===== src/rtl/logs_pkg.sv =====
// Shared definitions for the pattern sequencer: FSM encoding, field widths
// and small helpers used by the controller.
package logs_pkg;

  localparam int unsigned ST_W   = 3;
  localparam int unsigned DUR_W  = 4;
  localparam int unsigned BEAT_W = 8;

  localparam logic [ST_W-1:0] ST_IDLE = 3'd0;
  localparam logic [ST_W-1:0] ST_LOAD = 3'd1;
  localparam logic [ST_W-1:0] ST_PLAY = 3'd2;
  localparam logic [ST_W-1:0] ST_GAP  = 3'd3;
  localparam logic [ST_W-1:0] ST_DONE = 3'd4;

  // A beat divider of zero behaves as one step pulse per beat.
  function automatic logic [BEAT_W-1:0] beat_div_eff(input logic [BEAT_W-1:0] div);
    return (div == '0) ? BEAT_W'(1) : div;
  endfunction

  function automatic logic is_busy_state(input logic [ST_W-1:0] st);
    return (st == ST_LOAD) || (st == ST_PLAY) || (st == ST_GAP);
  endfunction

endpackage


===== src/rtl/logs_seq_table.sv =====
// Pattern table: DEPTH-entry register file, one write port and one
// registered read port that returns the pre-write contents on a collision.
module logs_seq_table #(
  parameter int unsigned DEPTH = 8,
  parameter int unsigned DW    = 8,
  parameter int unsigned AW    = $clog2(DEPTH)
) (
  input  logic          clk,
  input  logic          rst_n,
  input  logic          i_wr_en,
  input  logic [AW-1:0] i_wr_addr,
  input  logic [DW-1:0] i_wr_data,
  input  logic [AW-1:0] i_rd_addr,
  output logic [DW-1:0] o_rd_data
);

  logic [DW-1:0] r_mem [DEPTH];
  logic [DW-1:0] r_rd_data;

  // Storage and read register share one process so reset clears both together.
  always_ff @(posedge clk or negedge rst_n) begin
    if (!rst_n) begin
      for (int unsigned i = 0; i < DEPTH; i++) begin
        r_mem[i] <= '0;
      end
      r_rd_data <= '0;
    end else begin
      if (i_wr_en) begin
        r_mem[i_wr_addr] <= i_wr_data;
      end
      r_rd_data <= r_mem[i_rd_addr];
    end
  end

  assign o_rd_data = r_rd_data;

endmodule


===== src/rtl/logs_seq.sv =====
// Pattern sequencer: steps through a table of (frequency, duration) notes and
// drives one external NCO, using step_in as its time base.
module logs_seq
  import logs_pkg::*;
#(
  parameter int unsigned N     = 5,
  parameter int unsigned DEPTH = 8
) (
  input  logic                     clk,
  input  logic                     rst_n,
  input  logic                     step_in,
  input  logic                     wr_en,
  input  logic [$clog2(DEPTH)-1:0] wr_addr,
  input  logic [N-2:0]             wr_freq,
  input  logic [DUR_W-1:0]         wr_dur,
  input  logic                     start,
  input  logic                     stop,
  input  logic                     loop,
  input  logic [BEAT_W-1:0]        beat_div,
  output logic [N-2:0]             nco_freq,
  output logic                     nco_step,
  output logic                     nco_reset,
  output logic                     busy,
  output logic [$clog2(DEPTH)-1:0] idx,
  output logic                     done
);

  localparam int unsigned AW = $clog2(DEPTH);
  localparam int unsigned FW = N - 1;
  localparam int unsigned EW = FW + DUR_W;
  localparam logic [AW-1:0] IDX_LAST = AW'(DEPTH - 1);

  logic [ST_W-1:0]   r_state;
  logic [ST_W-1:0]   w_state_nxt;
  logic [AW-1:0]     r_idx;
  logic [AW-1:0]     w_idx_nxt;
  logic [FW-1:0]     r_freq;
  logic [FW-1:0]     w_freq_nxt;
  logic [DUR_W-1:0]  r_dur_cnt;
  logic [DUR_W-1:0]  w_dur_cnt_nxt;
  logic [BEAT_W-1:0] r_beat_cnt;
  logic [BEAT_W-1:0] w_beat_cnt_nxt;
  logic              r_busy;
  logic              r_nco_reset;
  logic              r_step_en;
  logic              r_done;

  logic [EW-1:0]     w_wr_data;
  logic [EW-1:0]     w_rd_data;
  logic [FW-1:0]     w_ent_freq;
  logic [DUR_W-1:0]  w_ent_dur;
  logic [BEAT_W-1:0] w_div;
  logic [BEAT_W-1:0] w_beat_inc;
  logic              w_tone_nxt;

  assign w_wr_data  = {wr_freq, wr_dur};
  assign w_ent_freq = w_rd_data[EW-1:DUR_W];
  assign w_ent_dur  = w_rd_data[DUR_W-1:0];
  assign w_div      = beat_div_eff(beat_div);
  assign w_beat_inc = r_beat_cnt + BEAT_W'(1);

  // The read address is the next index, so the entry is ready during LOAD.
  logs_seq_table #(
    .DEPTH (DEPTH),
    .DW    (EW),
    .AW    (AW)
  ) u_table (
    .clk       (clk),
    .rst_n     (rst_n),
    .i_wr_en   (wr_en),
    .i_wr_addr (wr_addr),
    .i_wr_data (w_wr_data),
    .i_rd_addr (w_idx_nxt),
    .o_rd_data (w_rd_data)
  );

  always_ff @(posedge clk or negedge rst_n) begin
    if (!rst_n) begin
      r_state     <= ST_IDLE;
      r_idx       <= '0;
      r_freq      <= '0;
      r_dur_cnt   <= '0;
      r_beat_cnt  <= '0;
      r_busy      <= 1'b0;
      r_nco_reset <= 1'b1;
      r_step_en   <= 1'b0;
      r_done      <= 1'b0;
    end else begin
      r_state     <= w_state_nxt;
      r_idx       <= w_idx_nxt;
      r_freq      <= w_freq_nxt;
      r_dur_cnt   <= w_dur_cnt_nxt;
      r_beat_cnt  <= w_beat_cnt_nxt;
      r_busy      <= is_busy_state(w_state_nxt);
      r_nco_reset <= !w_tone_nxt;
      r_step_en   <= w_tone_nxt;
      r_done      <= (w_state_nxt == ST_DONE);
    end
  end

  // Next-state and next-register values; stop overrides every state.
  always_comb begin
    w_state_nxt    = r_state;
    w_idx_nxt      = r_idx;
    w_freq_nxt     = r_freq;
    w_dur_cnt_nxt  = r_dur_cnt;
    w_beat_cnt_nxt = r_beat_cnt;

    if (stop) begin
      w_state_nxt    = ST_IDLE;
      w_idx_nxt      = '0;
      w_dur_cnt_nxt  = '0;
      w_beat_cnt_nxt = '0;
    end else begin
      case (r_state)
        ST_IDLE: begin
          if (start) begin
            w_state_nxt = ST_LOAD;
            w_idx_nxt   = '0;
          end
        end
        ST_LOAD: begin
          if (w_ent_dur == '0) begin
            if (loop && (r_idx != '0)) begin
              w_state_nxt = ST_LOAD;
              w_idx_nxt   = '0;
            end else begin
              w_state_nxt = ST_DONE;
            end
          end else begin
            w_freq_nxt     = w_ent_freq;
            w_dur_cnt_nxt  = w_ent_dur;
            w_beat_cnt_nxt = '0;
            w_state_nxt    = ST_PLAY;
          end
        end
        ST_PLAY: begin
          if (step_in) begin
            if (w_beat_inc == w_div) begin
              w_beat_cnt_nxt = '0;
              w_dur_cnt_nxt  = r_dur_cnt - DUR_W'(1);
              if (r_dur_cnt == DUR_W'(1)) begin
                w_state_nxt = ST_GAP;
              end
            end else begin
              w_beat_cnt_nxt = w_beat_inc;
            end
          end
        end
        ST_GAP: begin
          // Articulation gap ends on the next step pulse.
          if (step_in) begin
            if (r_idx != IDX_LAST) begin
              w_idx_nxt   = r_idx + AW'(1);
              w_state_nxt = ST_LOAD;
            end else if (loop) begin
              w_idx_nxt   = '0;
              w_state_nxt = ST_LOAD;
            end else begin
              w_state_nxt = ST_DONE;
            end
          end
        end
        ST_DONE: begin
          w_state_nxt = ST_IDLE;
        end
        default: begin
          w_state_nxt = ST_IDLE;
        end
      endcase
    end

    if (!is_busy_state(w_state_nxt)) begin
      w_freq_nxt = '0;
    end
  end

  // A zero frequency in PLAY is a rest: the NCO stays held in reset.
  assign w_tone_nxt = (w_state_nxt == ST_PLAY) && (w_freq_nxt != '0);

  assign nco_freq  = r_freq;
  assign nco_step  = step_in & r_step_en;
  assign nco_reset = r_nco_reset;
  assign busy      = r_busy;
  assign idx       = r_idx;
  assign done      = r_done;

endmodule


===== config.mk =====
export PLATFORM = sky130hd
export DESIGN_NAME = logs_seq
export DESIGN_NICKNAME = d
export VERILOG_FILES = /design/src/rtl/logs_pkg.sv /design/src/rtl/logs_seq_table.sv /design/src/rtl/logs_seq.sv
export SDC_FILE = /design/constraint.sdc
export NUM_CORES = 1
export LEC_CHECK = 0
export CAP_MARGIN = 0
export CORE_UTILIZATION = 55
export DETAILED_ROUTE_END_ITERATION = 12
export GPL_ROUTABILITY_DRIVEN = 0
export MAX_ROUTING_LAYER = met4
export PLACE_DENSITY = 0.76
export SLEW_MARGIN = 20
export SYNTH_ARGS = -nofsm -noshare
export SYNTH_HDL_FRONTEND = slang
export SYNTH_SLANG_ARGS = --single-unit

===== constraint.sdc =====
create_clock -name clk -period 4.4 [get_ports clk]
set_input_delay 1.32 -clock clk [delete_from_list [all_inputs] [get_ports clk]]
set_output_delay 1.32 -clock clk [all_outputs]
set_load 0.05 [all_outputs]

==> run summary, run 1 <==
Ys flop type - dfrtp_1
Vias per inst - 6.313
Crit path max-delay family - simple AND/OR/NAND/NOR gates
Via Count - 3,655
Die Height - 97.91 um
DRC - 6
Maxcap violations - 0
Worst EP arrival - 3.80 ns
Peak VDD IR - 0.2405 mV
GR Util All Layers - 0.2572
Num CTS Buffers - 9
Yosys top cell area share - 0.4798
Period utilization - 0.8209
Met3 Resource Use GR - 0.03364
Syn Area/Cell - 11.76 um2
First DRT Iteration DRCs - 202
Clock buffer depth - 2
DR WL/cell - 19.46 um
Cts hold-fix bufs - 0
Routed Antenna Nets - 0
Post-synth ARST share - 1.000
Post-CTS setup repair buffer count - 0
Met2 Use GR - 0.4068
Measured slew at the worst slew-check pin - 1.103 ns
Fmax achieved - 276.9 MHz
Routing usage on met1 - 0.3422
WL final - 11.27 mm
Worst-Skew Late Latency - 0.36 ns
Layout Nets - 499
Mux share of post-synthesis cell area - 0.1684
RSZ-0062 raised after global routing - no
Clock transition at path regs - 0.08 ns
Register area share after synthesis - 0.4850
Leading area contributor after synthesis - dfrtp_1
Post-Synth XOR/XNOR Area - 0.01385
Yosys warns - 0
Register bit total from synthesis - 98
First-pass GRT wire length - 18.72 mm
Largest family of logic cells by synthesized area - multiplexers
Total grt overflow - 0
ANT cells - 0
EDFF count, synth - 0
Initial antenna violation count - 0
Buf/Inv on CP - 1
Post-cts resize count - 0
I/O Buffers - 36
Critical Path, Cell by Cell - clkdlybuf4s50_1 -> nand2_1 -> o21a_1 -> o31ai_2 -> a21oi_2 -> nor2b_1 -> a221oi_2
Run status - complete, but fails checks
CTS Sinks - 98
Share of layout cells above drive strength 1 - 0.2548
Total Negative Setup Slacks - 0 ns
Failing checks - DRC
Yosys cell types - 66
H-Tree Depth - 3
Hold Vio Cnt, Final - 0
Leak pwr - 0.002257 uW
CTS tree - done
Net Count, Synth - 462
Global route hottest layer - met2
Hold crit path type - reg2reg
Critical-path maximum fanout - 8
Critical-path top delay cell - nor2b_1
WHS - 0.5092 ns
Final min period - 3.612 ns
Synth Area in Simple Gates - 0.1222
I/O pins - 37
Slew Viols, Final - 0
Die ar. - 0.009585 mm2
Critical path endpoint category - flip-flop
Post-synthesis compound-gate area fraction - 0.1640
Area growth syn-to-layout - 12.12%
Initial Util - 0.5745
CP peak stage delay - 0.87 ns
Worst setup SP type - input pin
Vias in the first global route - 3,679
Clock Tree Root - clkbuf_8
Critical setup path kind - in2reg
Syn Inst Count - 430
Post-Synth Adder-Cell Area - 0.01484
Core area - 0.008806 mm2
Critical path required time - 4.58 ns
Final Skew - 0.008993 ns
Cell row count - 34
Largest net degree at the start of global routing - 63
Post-synth design cell area - 0.005059 mm2
DRT Pass-1 Iters - 8
Detailed Place HPWL - 7.671 mm
Die W - 97.91 um
PD cells - 380.3 mW/mm2
Final setup viols - 0
Max-slew headroom - 0.2629
Synth area leaders - dfrtp_1, mux2_2, a221oi_2
[metal layers]
layer  vias up  part of all wire
met2        89              0.49
met5         -                 0
met1      1848              0.46
li1       1710                 -
met4         0            0.0077
met3         8             0.038
[registers in the layout (all words and copies together), names as in the netlist]
register,flops
done,1
u_table.r_mem,64
r_state,3
nco_reset,1
u_table.o_rd_data,8
r_beat_cnt,8
nco_freq,4
r_step_en,1
r_dur_cnt,4
busy,1
idx,3
[through the flow]
step / power (uW) / cells / utilization / worst slack, ns / instance area (um2)
6_report: 2157 / 579 / 0.6441 / 0.7881 / 5672
5_1_grt: 2268 / 579 / 0.6441 / 0.5621 / 5672
2_1_floorplan: 1493 / 430 / - / 1.353 / 5059
3_5_place_dp: 1647 / 564 / 0.6248 / 0.4760 / 5502
4_1_cts: 2170 / 579 / 0.6441 / 0.8565 / 5672
3_3_place_gp: 1622 / 564 / 0.6248 / 0.6254 / 5502
[power breakdown]
group / switching (uW) / internal (uW) / leakage (uW)
combinational: 239 / 230 / 0.000956
sequential: 105 / 1060 / 0.00122
clock: 303 / 218 / 0.0000814
[cell families after synthesis]
kind of cell / count (synthesis)
adder cells (fa/ha/maj): 6
XOR/XNOR: 8
buffers and inverters: 31
AND/OR/NAND/NOR: 110
flip-flops: 98
multiplexers: 77
AO/OA/AOI/OAI: 100
[placed cells by master (no fill, tap or decap), types with 4 or more instances in the layout]
cell / Yosys / layout
dfrtp_1: 97 / 97
mux2_2: 65 / 65
clkdlybuf4s50_1: 0 / 34
nand2_1: 29 / 29
o21ai_0: 16 / 16
o22ai_1: 16 / 16
nor2_1: 14 / 14
inv_1: 12 / 12
mux2i_1: 12 / 12
buf_4: 2 / 11
a21oi_1: 10 / 10
nor3_1: 10 / 10
clkbuf_8: 0 / 10
a221oi_2: 9 / 9
a32o_1: 9 / 9
nand3_1: 9 / 9
nor4_1: 7 / 7
and3_1: 6 / 6
ha_1: 6 / 6
nor2b_1: 5 / 5
o211ai_1: 5 / 5
xnor2_1: 5 / 5
nand2b_1: 4 / 4
o21ai_1: 4 / 4
o221ai_1: 4 / 4
[cells in the mapped netlist, types with 2 or more instances]
cell type	instances
a21oi_1	10
a21oi_2	2
a221oi_2	9
a31o_2	2
a31oi_1	3
a32o_1	9
and2_1	3
and3_1	6
buf_2	5
buf_4	2
buf_6	4
clkbuf_1	7
dfrtp_1	97
ha_1	6
inv_1	12
mux2_2	65
mux2i_1	12
nand2_1	29
nand2b_1	4
nand3_1	9
nand4_1	3
nand4b_1	3
nor2_1	14
nor2b_1	5
nor3_1	10
nor3b_2	2
nor4_1	7
nor4b_1	2
o211ai_1	5
o21ai_0	16
o21ai_1	4
o221ai_1	4
o22ai_1	16
o2bb2ai_1	2
o31ai_2	2
or3_1	2
or4_1	2
xnor2_1	5
xor2_1	3
[worst paths after layout]
kind	depth (start not counted)	endpoint	slack, ns	startpoint
worst max register to register	8	u_table.o_rd_data[5]	1.44	idx[1]
worst max-delay path	7	u_table.o_rd_data[5]	0.79	step_in
worst min register to register	1	u_table.r_mem[61]	0.51	u_table.r_mem[61]
min in group asynchronous	1	r_state[1]	1.02	rst_n
worst min-delay path	1	u_table.r_mem[61]	0.51	u_table.r_mem[61]
max in group asynchronous	2	idx[2]	2.60	rst_n
[layout make-up]
type	count	area (um2)
Fill cell	699	3134
Tap cell	108	135.1
Timing Repair Buffer	45	422.9
Sequential cell	98	2454
Inverter	12	45.04
Multi-Input combinational cell	301	2445
Clock buffer	11	141.4
Clock inverter	4	28.78
Power figures use the tool's default switching activity.
==> run 2, diff against run 1 <==
--- a/config.mk
+++ b/config.mk
@@ -6,7 +6,7 @@
 export NUM_CORES = 1
 export LEC_CHECK = 0
 export CAP_MARGIN = 0
-export CORE_UTILIZATION = 55
+export CORE_UTILIZATION = 53
 export DETAILED_ROUTE_END_ITERATION = 12
 export GPL_ROUTABILITY_DRIVEN = 0
 export MAX_ROUTING_LAYER = met4
==> constraint.sdc (replaced) <==
create_clock -name clk -period 3.2 [get_ports clk]
set_input_delay 0.96 -clock clk [delete_from_list [all_inputs] [get_ports clk]]
set_output_delay 0.96 -clock clk [all_outputs]
set_load 0.05 [all_outputs]
==> run summary, run 2 (synthesis results as in run 1) <==
Worst setup SP type - input pin
I/O pins - 37
WL final - 10.91 mm
Critical Path, Cell by Cell - clkdlybuf4s50_1 -> nand2_1 -> nor4_1 -> nand2_1 -> a21oi_2 -> nor2b_1 -> a221oi_2
First-pass GRT wire length - 18.42 mm
Critical setup path kind - in2reg
Final min period - 2.934 ns
Final Skew - 0.006636 ns
Period utilization - 0.9170
Hold Vio Cnt, Final - 0
Pint - 2172 uW
Post-CTS setup repair buffer count - 0
DRT Pass-1 Iters - 4
Initial Util - 0.5475
Worst r2r dst - u_table.o_rd_data[6]
Worst EP arrival - 3.13 ns
Measured slew at the worst slew-check pin - 0.8417 ns
Dpl cells - 598
Die ar. - 0.009939 mm2
Crit path max-delay family - simple AND/OR/NAND/NOR gates
Worst Hold Launch - u_table.r_mem[58]
H-Tree Depth - 3
Worst reg2reg setup slack - 0.51 ns
Layout Nets - 512
Vias per inst - 6.054
Area growth syn-to-layout - 16.35%
Leak pwr - 0.002356 uW
CTS tree - done
Clock Tree Root - clkbuf_8
Share of layout cells above drive strength 1 - 0.2804
Critical-path top delay cell - nor2b_1
Slew Viols, Final - 0
Total Negative Setup Slacks - 0 ns
Num CTS Buffers - 9
WHS - 0.5141 ns
Clock transition at path regs - 0.10 ns
I/O Buffers - 36
Max reg flops - 64
Hold crit path type - reg2reg
Critical path endpoint category - flip-flop
DR WL/cell - 17.76 um
Power share of the clock group - 0.268
P_sw - 931.4 uW
Die W - 99.70 um
Worst-Skew Late Latency - 0.36 ns
Initial antenna violation count - 0
Cell row count - 35
Most frequent CP cell - nand2_1
Cts hold-fix bufs - 0
CP peak stage delay - 0.71 ns
WHS Path Cells - 1
Die Height - 99.70 um
Vias in the first global route - 3,582
Clock buffer depth - 2
WHS Endpoint - u_table.r_mem[58]
Reg-to-reg startpoint - idx[1]
Non-Filler Instances - 614
Critical-path maximum fanout - 8
Gate power share - 0.216
Number of fillers in the final layout - 749
Routed Antenna Nets - 0
Most common cell after layout, fill and taps aside - dfrtp_1
Post-cts resize count - 0
PD cells - 527.3 mW/mm2
Via Count - 3,717
Total grt overflow - 0
Peak VDD IR - 0.3256 mV
Switching share of power - 0.3001
Max-slew headroom - 0.4377
First DRT Iteration DRCs - 198
CTS Sinks - 98
Core area - 0.009240 mm2
Reg with most FFs - u_table.r_mem
Largest net degree at the start of global routing - 67
Sequential Power Share - 0.515
Final Util - 0.6370
Detailed Place HPWL - 7.657 mm
RSZ-0062 raised after global routing - no
Final setup viols - 0
R2R depth - 10
GR Util All Layers - 0.2455
Run status - finished, final reports clean
Buf/Inv on CP - 1
Worst setup path startpoint - step_in
ANT cells - 0
Commonest non-fill, non-tap cells in the layout - dfrtp_1, mux2_2, clkdlybuf4s50_1
Fmax achieved - 340.8 MHz
Critical path required time - 3.40 ns
Maxcap violations - 0
DRC - 0
-- run 2: cell types whose count changed in the layout (fill, tap and decap cells not counted) --
cell        change
buf_4           +9
buf_12          +4
inv_6           +3
bufinv_16       +1
clkbuf_1        -1
clkbuf_8        -1
clkinv_2        -1
clkinvlp_4      -1
inv_8           +1
nor2b_1         -1
nor2b_2         +1
-- run 2: worst max-delay path by stage --
stage                                 to  slack (ns)  cells past startpoint
finish              u_table.o_rd_data[1]        0.27                      7
global route        u_table.o_rd_data[1]        0.05                      7
CTS                 u_table.o_rd_data[1]        0.22                      7
detailed placement  u_table.o_rd_data[1]       -0.15                      7
global placement    u_table.o_rd_data[5]        -0.1                      7
floorplan           u_table.o_rd_data[6]        0.65                      8
-- run 2: area by class of cell --
cell class,count,area [um2],area share
sequential,98,2454,0.4169
multi-input combinational,301,2447,0.4158
timing repair buffer,58,570.5,0.09694
tap,129,161.4,0.02742
clock buffer,9,123.9,0.02105
clock inverter,7,83.83,0.01424
inverter,12,45.04,0.007653
-- run 2: power groups by stage --
stage / Sequential, uW / Clock [uW] / Combinational, uW
after floorplan: 1600 / 0 / 456
after global placement: 1610 / 0 / 653
after detailed placement: 1620 / 0 / 669
after CTS: 1600 / 853 / 674
after global routing: 1620 / 912 / 737
final: 1600 / 833 / 672
-- run 2: metrics by stage --
| step | area (um2) | power (uW) | setup slack (ns) |
|---|---|---|---|
| global placement | 5675 | 2260 | -0.09933 |
| detailed placement | 5675 | 2289 | -0.1477 |
| finish | 5886 | 3103 | 0.2655 |
| CTS | 5883 | 3122 | 0.2195 |
| floorplan | 5059 | 2053 | 0.6474 |
| global route | 5886 | 3273 | 0.04838 |
-- run 2: metal layers --
layer  GRT usage  vias to the layer above  wire length [um]
met5           -                        -                 0
met4     0.07353                        0               127
met3     0.03022                       11               464
met2      0.3761                      105              5096
met1      0.3442                     1861              5217
li1            -                     1740                 -
